--- src/rtl/sha256_pkg.sv ---
// sha256_pkg: shared state encoding and block geometry for the SHA-256 message padder.
// Latency: none (declarations only).
// Backpressure: not applicable.
package sha256_pkg;

    typedef enum logic [1:0] {
        FILL = 2'd0,
        PAD  = 2'd1,
        EMIT = 2'd2
    } sha256_state_e;

    localparam int          SHA256_BLK_WORDS  = 16;
    localparam int          SHA256_LEN_IDX    = 14;
    localparam logic [31:0] SHA256_PAD_MARKER = 32'h8000_0000;

endpackage

--- src/rtl/sha256_msg_padder_if.sv ---
// sha256_msg_padder_if: word stream in, padded 512-bit block out.
// Latency: none (wiring only).
// Backpressure: in_valid/in_ready on the word side, blk_valid/blk_ready on the block side.
interface sha256_msg_padder_if;

    logic [31:0]  in_data;
    logic         in_valid;
    logic         in_ready;
    logic         in_last;
    logic [1:0]   in_nbytes;
    logic [511:0] blk_data;
    logic         blk_valid;
    logic         blk_ready;
    logic         blk_first;
    logic         blk_last;

    // Message source and block consumer side.
    modport master (
        output in_data, in_valid, in_last, in_nbytes, blk_ready,
        input  in_ready, blk_data, blk_valid, blk_first, blk_last
    );

    // Padder side.
    modport slave (
        input  in_data, in_valid, in_last, in_nbytes, blk_ready,
        output in_ready, blk_data, blk_valid, blk_first, blk_last
    );

endinterface

--- src/rtl/sha256_last_word_fmt.sv ---
// sha256_last_word_fmt: masks the final message word to its valid bytes and inserts the 0x80 marker.
// Latency: combinational.
// Backpressure: none; follows the word being accepted.
module sha256_last_word_fmt
    import sha256_pkg::*;
(
    input  logic [31:0] word_in,
    input  logic        last,
    input  logic [1:0]  nbytes,
    output logic [31:0] word_out,
    output logic [2:0]  nbytes_eff
);

    // Keep bytes below the count, place the marker at the first unused byte, zero the rest.
    always_comb begin
        word_out   = word_in;
        nbytes_eff = 3'd4;
        if (last && (nbytes != 2'd0)) begin
            nbytes_eff = {1'b0, nbytes};
            for (int b = 0; b < 4; b++) begin
                if (b == int'(nbytes))
                    word_out[31-8*b -: 8] = SHA256_PAD_MARKER[31:24];
                else if (b > int'(nbytes))
                    word_out[31-8*b -: 8] = 8'h00;
            end
        end
    end

endmodule

--- src/rtl/sha256_msg_padder.sv ---
// sha256_msg_padder: packs big-endian message words into padded 512-bit SHA-256 blocks (SHA256_PAD_BYTE_EN honours in_nbytes).
// Latency: block valid the cycle after its 16th word is written; single-word message shows blk_valid 16 cycles after accept.
// Backpressure: in_ready low while padding or holding a block; block held stable until blk_ready.
module sha256_msg_padder
    import sha256_pkg::*;
(
    input  logic               clk,
    input  logic               rst,
    sha256_msg_padder_if.slave bus
);

    sha256_state_e state, state_nxt;

    logic [31:0] blk_buf [SHA256_BLK_WORDS];
    logic [4:0]  idx;
    logic [4:0]  idx_inc;
    logic [63:0] bitlen;
    logic        need_marker;
    logic        len_phase;
    logic        len_done;
    logic        first_flag;
    logic        msg_done;

    logic [31:0] word_fmt;
    logic [2:0]  word_nbytes;
    logic        accept;
    logic        emit_take;
    logic [31:0] pad_word;

    assign idx_inc       = idx + 5'd1;
    assign bus.blk_first = first_flag;
    assign bus.blk_last  = len_done;

`ifdef SHA256_PAD_BYTE_EN
    sha256_last_word_fmt u_fmt (
        .word_in    (bus.in_data),
        .last       (bus.in_last),
        .nbytes     (bus.in_nbytes),
        .word_out   (word_fmt),
        .nbytes_eff (word_nbytes)
    );
`else
    // Whole-word mode: every word is 4 bytes, so the marker always goes in its own word.
    logic [1:0] unused_nbytes;
    assign unused_nbytes = bus.in_nbytes;
    assign word_fmt      = bus.in_data;
    assign word_nbytes   = 3'd4;
`endif

    // Flatten the word buffer onto the block bus, word 0 in the top bits.
    always_comb begin
        bus.blk_data = '0;
        for (int i = 0; i < SHA256_BLK_WORDS; i++)
            bus.blk_data[511-32*i -: 32] = blk_buf[i];
    end

    // State register.
    always_ff @(posedge clk) begin
        if (rst) state <= FILL;
        else     state <= state_nxt;
    end

    // Next state, handshakes and the padding word for the current index.
    always_comb begin
        state_nxt     = state;
        bus.in_ready  = 1'b0;
        bus.blk_valid = 1'b0;
        accept        = 1'b0;
        emit_take     = 1'b0;
        pad_word      = '0;
        case (state)
            FILL: begin
                bus.in_ready = !rst;
                accept       = bus.in_valid && !rst;
                if (accept) begin
                    if (idx_inc == 5'(SHA256_BLK_WORDS)) state_nxt = EMIT;
                    else if (bus.in_last)                state_nxt = PAD;
                end
            end
            PAD: begin
                if (need_marker)
                    pad_word = SHA256_PAD_MARKER;
                else if (idx == 5'(SHA256_LEN_IDX))
                    pad_word = bitlen[63:32];
                else if ((idx == 5'(SHA256_LEN_IDX + 1)) && len_phase)
                    pad_word = bitlen[31:0];
                if (idx_inc == 5'(SHA256_BLK_WORDS)) state_nxt = EMIT;
            end
            EMIT: begin
                bus.blk_valid = !rst;
                emit_take     = bus.blk_ready && !rst;
                if (emit_take) state_nxt = (!len_done && msg_done) ? PAD : FILL;
            end
            default: state_nxt = FILL;
        endcase
    end

    // Block buffer, write index, running bit length and padding flags.
    always_ff @(posedge clk) begin
        if (rst) begin
            for (int i = 0; i < SHA256_BLK_WORDS; i++) blk_buf[i] <= '0;
            idx         <= '0;
            bitlen      <= '0;
            need_marker <= 1'b0;
            len_phase   <= 1'b0;
            len_done    <= 1'b0;
            msg_done    <= 1'b0;
            first_flag  <= 1'b1;
        end else begin
            if (accept) begin
                blk_buf[idx[3:0]] <= word_fmt;
                idx               <= idx_inc;
                bitlen            <= bitlen + {58'd0, word_nbytes, 3'b000};
                if (bus.in_last) begin
                    msg_done <= 1'b1;
                    if (word_nbytes == 3'd4) need_marker <= 1'b1;
                end
            end
            if (state == PAD) begin
                blk_buf[idx[3:0]] <= pad_word;
                idx               <= idx_inc;
                if (need_marker)
                    need_marker <= 1'b0;
                else if (idx == 5'(SHA256_LEN_IDX))
                    len_phase <= 1'b1;
                else if ((idx == 5'(SHA256_LEN_IDX + 1)) && len_phase)
                    len_done <= 1'b1;
            end
            if (emit_take) begin
                idx        <= '0;
                first_flag <= 1'b0;
                if (len_done) begin
                    need_marker <= 1'b0;
                    len_phase   <= 1'b0;
                    len_done    <= 1'b0;
                    msg_done    <= 1'b0;
                    bitlen      <= '0;
                    first_flag  <= 1'b1;
                end
            end
        end
    end

endmodule

--- src/flat_wrapper.sv ---
// flat-port wrapper written by rule: the top's interface ports become plain ports
module sha256_msg_padder_flat import sha256_pkg::*;
  (clk, rst, bus_in_data, bus_in_valid, bus_in_last, bus_in_nbytes, bus_blk_ready, bus_in_ready, bus_blk_data, bus_blk_valid, bus_blk_first, bus_blk_last);
  sha256_msg_padder_if bus_i ();
  input  logic clk;
  input  logic rst;
  input wire logic [$bits(bus_i.in_data)-1:0] bus_in_data;
  input wire logic [$bits(bus_i.in_valid)-1:0] bus_in_valid;
  input wire logic [$bits(bus_i.in_last)-1:0] bus_in_last;
  input wire logic [$bits(bus_i.in_nbytes)-1:0] bus_in_nbytes;
  input wire logic [$bits(bus_i.blk_ready)-1:0] bus_blk_ready;
  output wire logic [$bits(bus_i.in_ready)-1:0] bus_in_ready;
  output wire logic [$bits(bus_i.blk_data)-1:0] bus_blk_data;
  output wire logic [$bits(bus_i.blk_valid)-1:0] bus_blk_valid;
  output wire logic [$bits(bus_i.blk_first)-1:0] bus_blk_first;
  output wire logic [$bits(bus_i.blk_last)-1:0] bus_blk_last;
  assign bus_i.in_data = bus_in_data;
  assign bus_i.in_valid = bus_in_valid;
  assign bus_i.in_last = bus_in_last;
  assign bus_i.in_nbytes = bus_in_nbytes;
  assign bus_i.blk_ready = bus_blk_ready;
  assign bus_in_ready = bus_i.in_ready;
  assign bus_blk_data = bus_i.blk_data;
  assign bus_blk_valid = bus_i.blk_valid;
  assign bus_blk_first = bus_i.blk_first;
  assign bus_blk_last = bus_i.blk_last;
  sha256_msg_padder u_core (.clk(clk), .rst(rst), .bus(bus_i));
endmodule
--- config.mk ---
export PLATFORM = sky130hd
export DESIGN_NAME = sha256_msg_padder_flat
export DESIGN_NICKNAME = d
export VERILOG_FILES = /design/src/rtl/sha256_pkg.sv /design/src/rtl/sha256_msg_padder_if.sv /design/src/rtl/sha256_last_word_fmt.sv /design/src/rtl/sha256_msg_padder.sv /design/src/flat_wrapper.sv
export SDC_FILE = /design/constraint.sdc
export NUM_CORES = 1
export LEC_CHECK = 0
export CORE_MARGIN = 2
export CORE_UTILIZATION = 45
export CTS_CLUSTER_DIAMETER = 120
export DETAILED_ROUTE_END_ITERATION = 7
export PLACE_DENSITY = 0.74
export SYNTH_ARGS = -nofsm -noshare
export SYNTH_HDL_FRONTEND = slang
export SYNTH_SLANG_ARGS = --single-unit
--- constraint.sdc ---
create_clock -name clk -period 4.7 [get_ports clk]
set_input_delay 1.175 -clock clk [delete_from_list [all_inputs] [get_ports clk]]
set_output_delay 1.175 -clock clk [all_outputs]
set_load 0.005 [all_outputs]
==> Word level (Yosys, flattened, before mapping) <==
Memory sizes are Yosys's and may differ from the RTL's.
Cells that the tools add are included.
{ "word_totals": {"ff_bits": 76, "mem_bits_rw": 512, "in_bits": 39, "out_inout_bits": 516, "memories": 1} }
{ "classes": {"n_addsub": 2, "eq_ne": 9, "muxes": 54, "n_bitwise": 1, "n_reduce_logical": 11} }
{ "mem_list": {"columns": ["name", "depth", "word_bits", "rd", "rd_clocked_by_memory_dff", "wr", "line", "text"], "rows": [
  ["u_core.blk_buf", 16, 32, 16, 0, 16, "sha256_msg_padder.sv:14", "logic [31:0] blk_buf [SHA256_BLK_WORDS];"]
]} }
{ "ops": {"columns": ["cell", "n"], "rows": [
  ["$mux 32", 6],
  ["$mux 64", 3],
  ["$add 64x6->64 const B", 1],
  ["$mux 1", 36],
  ["$reduce_or 32->1", 1],
  ["$eq 5x4->1 const B", 2],
  ["$mux 2", 5],
  ["$mux 5", 2],
  ["$ne 2x1->1 const B", 3],
  ["$pmux 2 s3", 1],
  ["$add 5x1->5 const B", 1],
  ["$eq 5x5->1 const B", 1],
  ["$logic_and 1x1->1", 4],
  ["$mux 4", 1],
  ["$reduce_and 4->1", 1],
  ["$ne 3x2->1 const B", 1],
  ["$eq 2x1->1 const B", 1],
  ["$eq 2x2->1 const B", 1],
  ["$logic_not 1->1", 2],
  ["$logic_not 2->1", 1],
  ["$reduce_bool 2->1", 1],
  ["$reduce_or 2->1", 1],
  ["$or 1x1->1", 1]
]} }

==> Depth between registers and ports, before layout <==
{ "depth": {"word_depth": 9, "depth_mapped": 11, "ltp_nobuf": 8} }

==> Worst setup path before layout <==
No wires, ideal clock.
{ "synth_timing": {"kind": "input to register", "startpoint": "input rst", "endpoint": "register u_core.bitlen[63]", "arrival_time_ps": 3191, "required_time_ps": 4630, "setup_slack_ps": 1439, "path_stages": 7, "path_buffers": 2, "cell_sequence": "or4b_1 buf_2 or3_1 buf_2 or3_1 or4_1 a21oi_1"} }
{ "synth_between": {"elab_chain_len": 6} }
{ "synth_rtl": {"columns": ["element", "line", "text"], "rows": [
  ["from (decl)", "flat_wrapper.sv:6", "input logic rst;"],
  ["$logic_not 1->1", "sha256_msg_padder.sv:74, sha256_msg_padder.sv:91", null],
  ["$logic_and 1x1->1", "sha256_msg_padder.sv:74", "accept = bus.in_valid && !rst;"],
  ["$mux 1", "sha256_msg_padder.sv:71", "case (state)"],
  ["$mux 64", "sha256_msg_padder.sv:110", "if (accept) begin"],
  ["$mux 64", "sha256_msg_padder.sv:132", "if (len_done) begin"],
  ["$mux 64", "sha256_msg_padder.sv:129", "if (emit_take) begin"],
  ["to (signal assigned)", "sha256_msg_padder.sv:113", "bitlen <= bitlen + {58'd0, word_nbytes, 3'b000};"],
  ["to (decl)", "sha256_msg_padder.sv:17", "logic [63:0] bitlen;"]
]} }
Parallel ways exist; a longest one is shown, timed or not.
A chain may end at the register's enable or synchronous reset.

==> Final worst setup path <==
{ "layout_timing": {"startpoint": "input rst", "endpoint": "output bus_blk_valid"} }
{ "layout_between": {"elab_chain_len": 2} }
{ "layout_rtl": {"columns": ["element", "line", "text"], "rows": [
  ["$logic_not 1->1", "sha256_msg_padder.sv:90", "bus.blk_valid = !rst;"],
  ["$mux 1", "sha256_msg_padder.sv:71", null],
  ["to (decl)", "flat_wrapper.sv:14", "output wire logic [$bits(bus_i.blk_valid)-1:0] bus_blk_valid;"]
]} }
Every way passes these cells.

==> metrics.md <==
| Metric | Value |
|---|---|
| Status | `finished, final reports clean` |
| Signed area change from the synthesized netlist to the final layout | `39.3%` |
| Antenna violations before repair | `2` |
| Synthesized instance count | `1696` |
| Critical-path cell with the highest stage delay | `sky130_fd_sc_hd__clkdlybuf4s50_1` |
| Filler-free cell count of the finished design | `2925` |
| I/O pins | `555` |
| Critical Path Sink Type | `primary output` |
| Synth area leaders | `sky130_fd_sc_hd__edfxtp_1 (70%), sky130_fd_sc_hd__nor2_1 (9.7%), sky130_fd_sc_hd__dfxtp_1 (6.5%)` |
| Number of placement rows | `80` |
| Placed inst area | `0.0285 mm^2` |
| Post-synthesis cell type count | `43` |
| Post-cts hold buffer count | `0` |
| Hold Slack | `482 ps` |
| Number of nets with antenna violations after detailed routing | `0` |
| Sort of element at the start of the critical path | `input pin` |
| Effective utilization at floorplan | `45.7%` |
| Sequential share of the synthesized area | `76.8%` |
| Placed instance count | `2816` |
| Number of fill cells | `3495` |
| Share of final-layout standard cells stronger than drive strength 1 | `9.32%` |
| Setup skew after layout | `29.7 ps` |
| Fraction of registers with async set or reset after synthesis | `0%` |
| Number of violations reported at the end of detailed-routing iteration 0 | `2005` |
| Number of warnings reported in the yosys synthesis log | `0` |
| Total non-filler cell area in the finished layout | `0.0305 mm^2` |
| Syn Std Cell Area | `0.0219 mm^2` |
| Final sum of negative setup slack | `0 ps` |
| Worst Tran Pin Value | `1170 ps` |
| Routed WL | `74.3 mm` |
| Per-cell routed wire length | `25.4 um` |
| Width of the die | `225 um` |
| Post-route minimum period | `3760 ps` |
| Nets@finish | `2305` |
| Power consumption | `0.0116 W` |
| Required time at the worst-slack endpoint | `3520 ps` |
| Floorplan core area | `0.0478 mm^2` |
| Category of the most critical setup path | `in -> out` |
| Most common library cell in the layout ignoring fill and taps | `sky130_fd_sc_hd__nor2_1` |
| H-tree Lvls | `2` |
| Vias/cell | `5.56` |
| Longest Clk Path Bufs | `3` |
| Die area | `0.0504 mm^2` |
| Share of Yosys cell area claimed by the top area cell type | `70.3%` |
| TritonCTS clock tree | `yes` |
| Cell breakdown of the critical path | `clkdlybuf4s50_1 > buf_4 > nor3b_1 > clkdlybuf4s50_1` |
| Cell repeated most along the worst path | `sky130_fd_sc_hd__clkdlybuf4s50_1` |
| Final routed DRC violation total | `0` |
| Biggest cell delay along the critical path | `540 ps` |
| Clock-pin slew on the worst setup and hold paths | `60 ps` |
| Arrival time reported for the critical path endpoint | `2590 ps` |
| IR Drop Worst-Case VDD | `305 uV` |
| Flop and latch count out of synthesis | `583` |
| Commonest cells after routing, fill and taps aside | `sky130_fd_sc_hd__nor2_1 (567), sky130_fd_sc_hd__clkdlybuf4s50_1 (552), sky130_fd_sc_hd__edfxtp_1 (512)` |
| Cts bufs inserted | `57` |
| Global-route wire length before repair | `105 mm` |
| Total power density per cell area | `379 mW/mm^2` |
| Period utilisation layout | `80.0%` |
| Mean instance size in the synthesized netlist | `12.9 um^2` |
| Number of endpoints failing setup at the final stage | `0` |
| DR pass1 iterations | `6` |
| Post-CTS setup buffer count | `0` |
| Max Clock Freq | `266 MHz` |
| P_leak | `10.6 nW` |
| Worst-case headroom to the max-slew limit | `22.1%` |
| Number of gates resized after CTS | `0` |
| Cell at the root of the clock tree | `sky130_fd_sc_hd__clkbuf_16` |
| Top flip-flop cell by instance count after synthesis | `sky130_fd_sc_hd__edfxtp_1` |
| Total overflow reported by the global router | `0` |
| Worst-skew pair later-pin latency | `630 ps` |
| Via Count | `16274` |
| Global placer's final weighted congestion | `0.953` |
| Largest driver fanout on the critical path | `28` |
| Number of slew-limit violations in the final report | `0` |
| Number of synthesized flops with an enable pin | `512` |
| Number of clock sinks | `583` |
| Min-delay worst type | `reg -> reg` |
| Largest net degree at the start of global routing | `64` |
| Die H | `225 um` |
| # Max-Cap Violations | `0` |
| Unrepaired setup endpoints after global routing | `false` |
| Hpwl dp | `51.2 mm` |
| Via count of the first global-routing pass | `15312` |
| Post-Syn Nets | `1741` |
| Cell type contributing the most total cell area after synthesis | `sky130_fd_sc_hd__edfxtp_1` |
| Hold Violations, Final | `0` |
| Total routing usage reported by global routing | `28.9%` |
| Input/output buffers | `552` |
[registers in the layout, summed over array words and instances (netlist names)]
signal	count
u_core.state	2
u_core.blk_buf	512
u_core.idx	5
u_core.bitlen	59
u_core.msg_done	1
u_core.len_phase	1
u_core.need_marker	1
u_core.bus.blk_first	1
u_core.bus.blk_last	1
[logic make-up after synthesis]
logic type	Yosys count	synth area share (%)
xor+xnor	32	1.28
compound gates	132	3.40
buf+inv	129	2.22
simple gates	814	16.0
flops	583	76.8
fa+ha+maj	6	0.343
[worst max-delay path: cells and delay by family]
family / cells / cell delay [ps]
buffers and inverters: 3 / 1190
and+or+nand+nor: 1 / 220
[Yosys cell counts (all sizes together) (2+ instances only)]
cell / n
a21oi: 88
a22oi: 6
and2: 6
and3: 5
and4: 6
buf: 6
clkbuf: 113
dfxtp: 71
edfxtp: 512
ha: 6
inv: 10
nand2: 75
nand2b: 17
nand3: 52
nand4: 19
nand4b: 2
nor2: 567
nor2b: 2
nor3: 11
nor3b: 2
nor4: 5
o21ai: 13
o31ai: 14
o41ai: 4
or2: 3
or3: 17
or4: 16
or4b: 6
xnor2: 19
xor2: 13
[per-stage QoR]
stage          setup slack, ps  utilization, %
2_1_floorplan             1440               -
3_3_place_gp               655            59.6
3_5_place_dp               666            59.6
4_1_cts                    931            63.7
5_1_grt                    829            63.7
6_report                   940            63.7
[path summary, 6_finish.rpt]
kind / cells after the start / endpoint / slack, ps / start
setup / recovery: 4 / bus_blk_valid / 940 / rst
hold / removal: 2 / u_core.len_phase / 480 / u_core.len_phase
setup reg to reg: 9 / u_core.blk_buf[14][30] / 1580 / u_core.idx[0]
hold reg to reg: 2 / u_core.len_phase / 480 / u_core.len_phase
[where the power goes]
part,internal (W),switching (W),leakage (nW)
clock network,0.00279,0.00200,0.959
registers,0.00581,0.0000650,5.87
logic,0.000405,0.000490,3.82
total,0.00900,0.00256,10.6
[layer usage]
metal	part of all wire, %	GRT usage [%]	vias up
li1	-	-	7066
met1	36	36.4	7910
met2	49	48.1	1106
met3	11	6.57	192
met4	4.4	12.4	0
met5	0	0	-
[final cells by class]
cell class	count	area [um^2]	area share (%)
flip-flops and latches	583	16800	55.1
inverters	10	37.5	0.123
multi-input cells	984	4760	15.6
diodes	2	5.00	0.0164
repair buffers	624	6170	20.2
well taps	615	769	2.52
clock inverters	39	445	1.46
clock buffers	68	1510	4.95
Power figures use the tool's default switching activity.
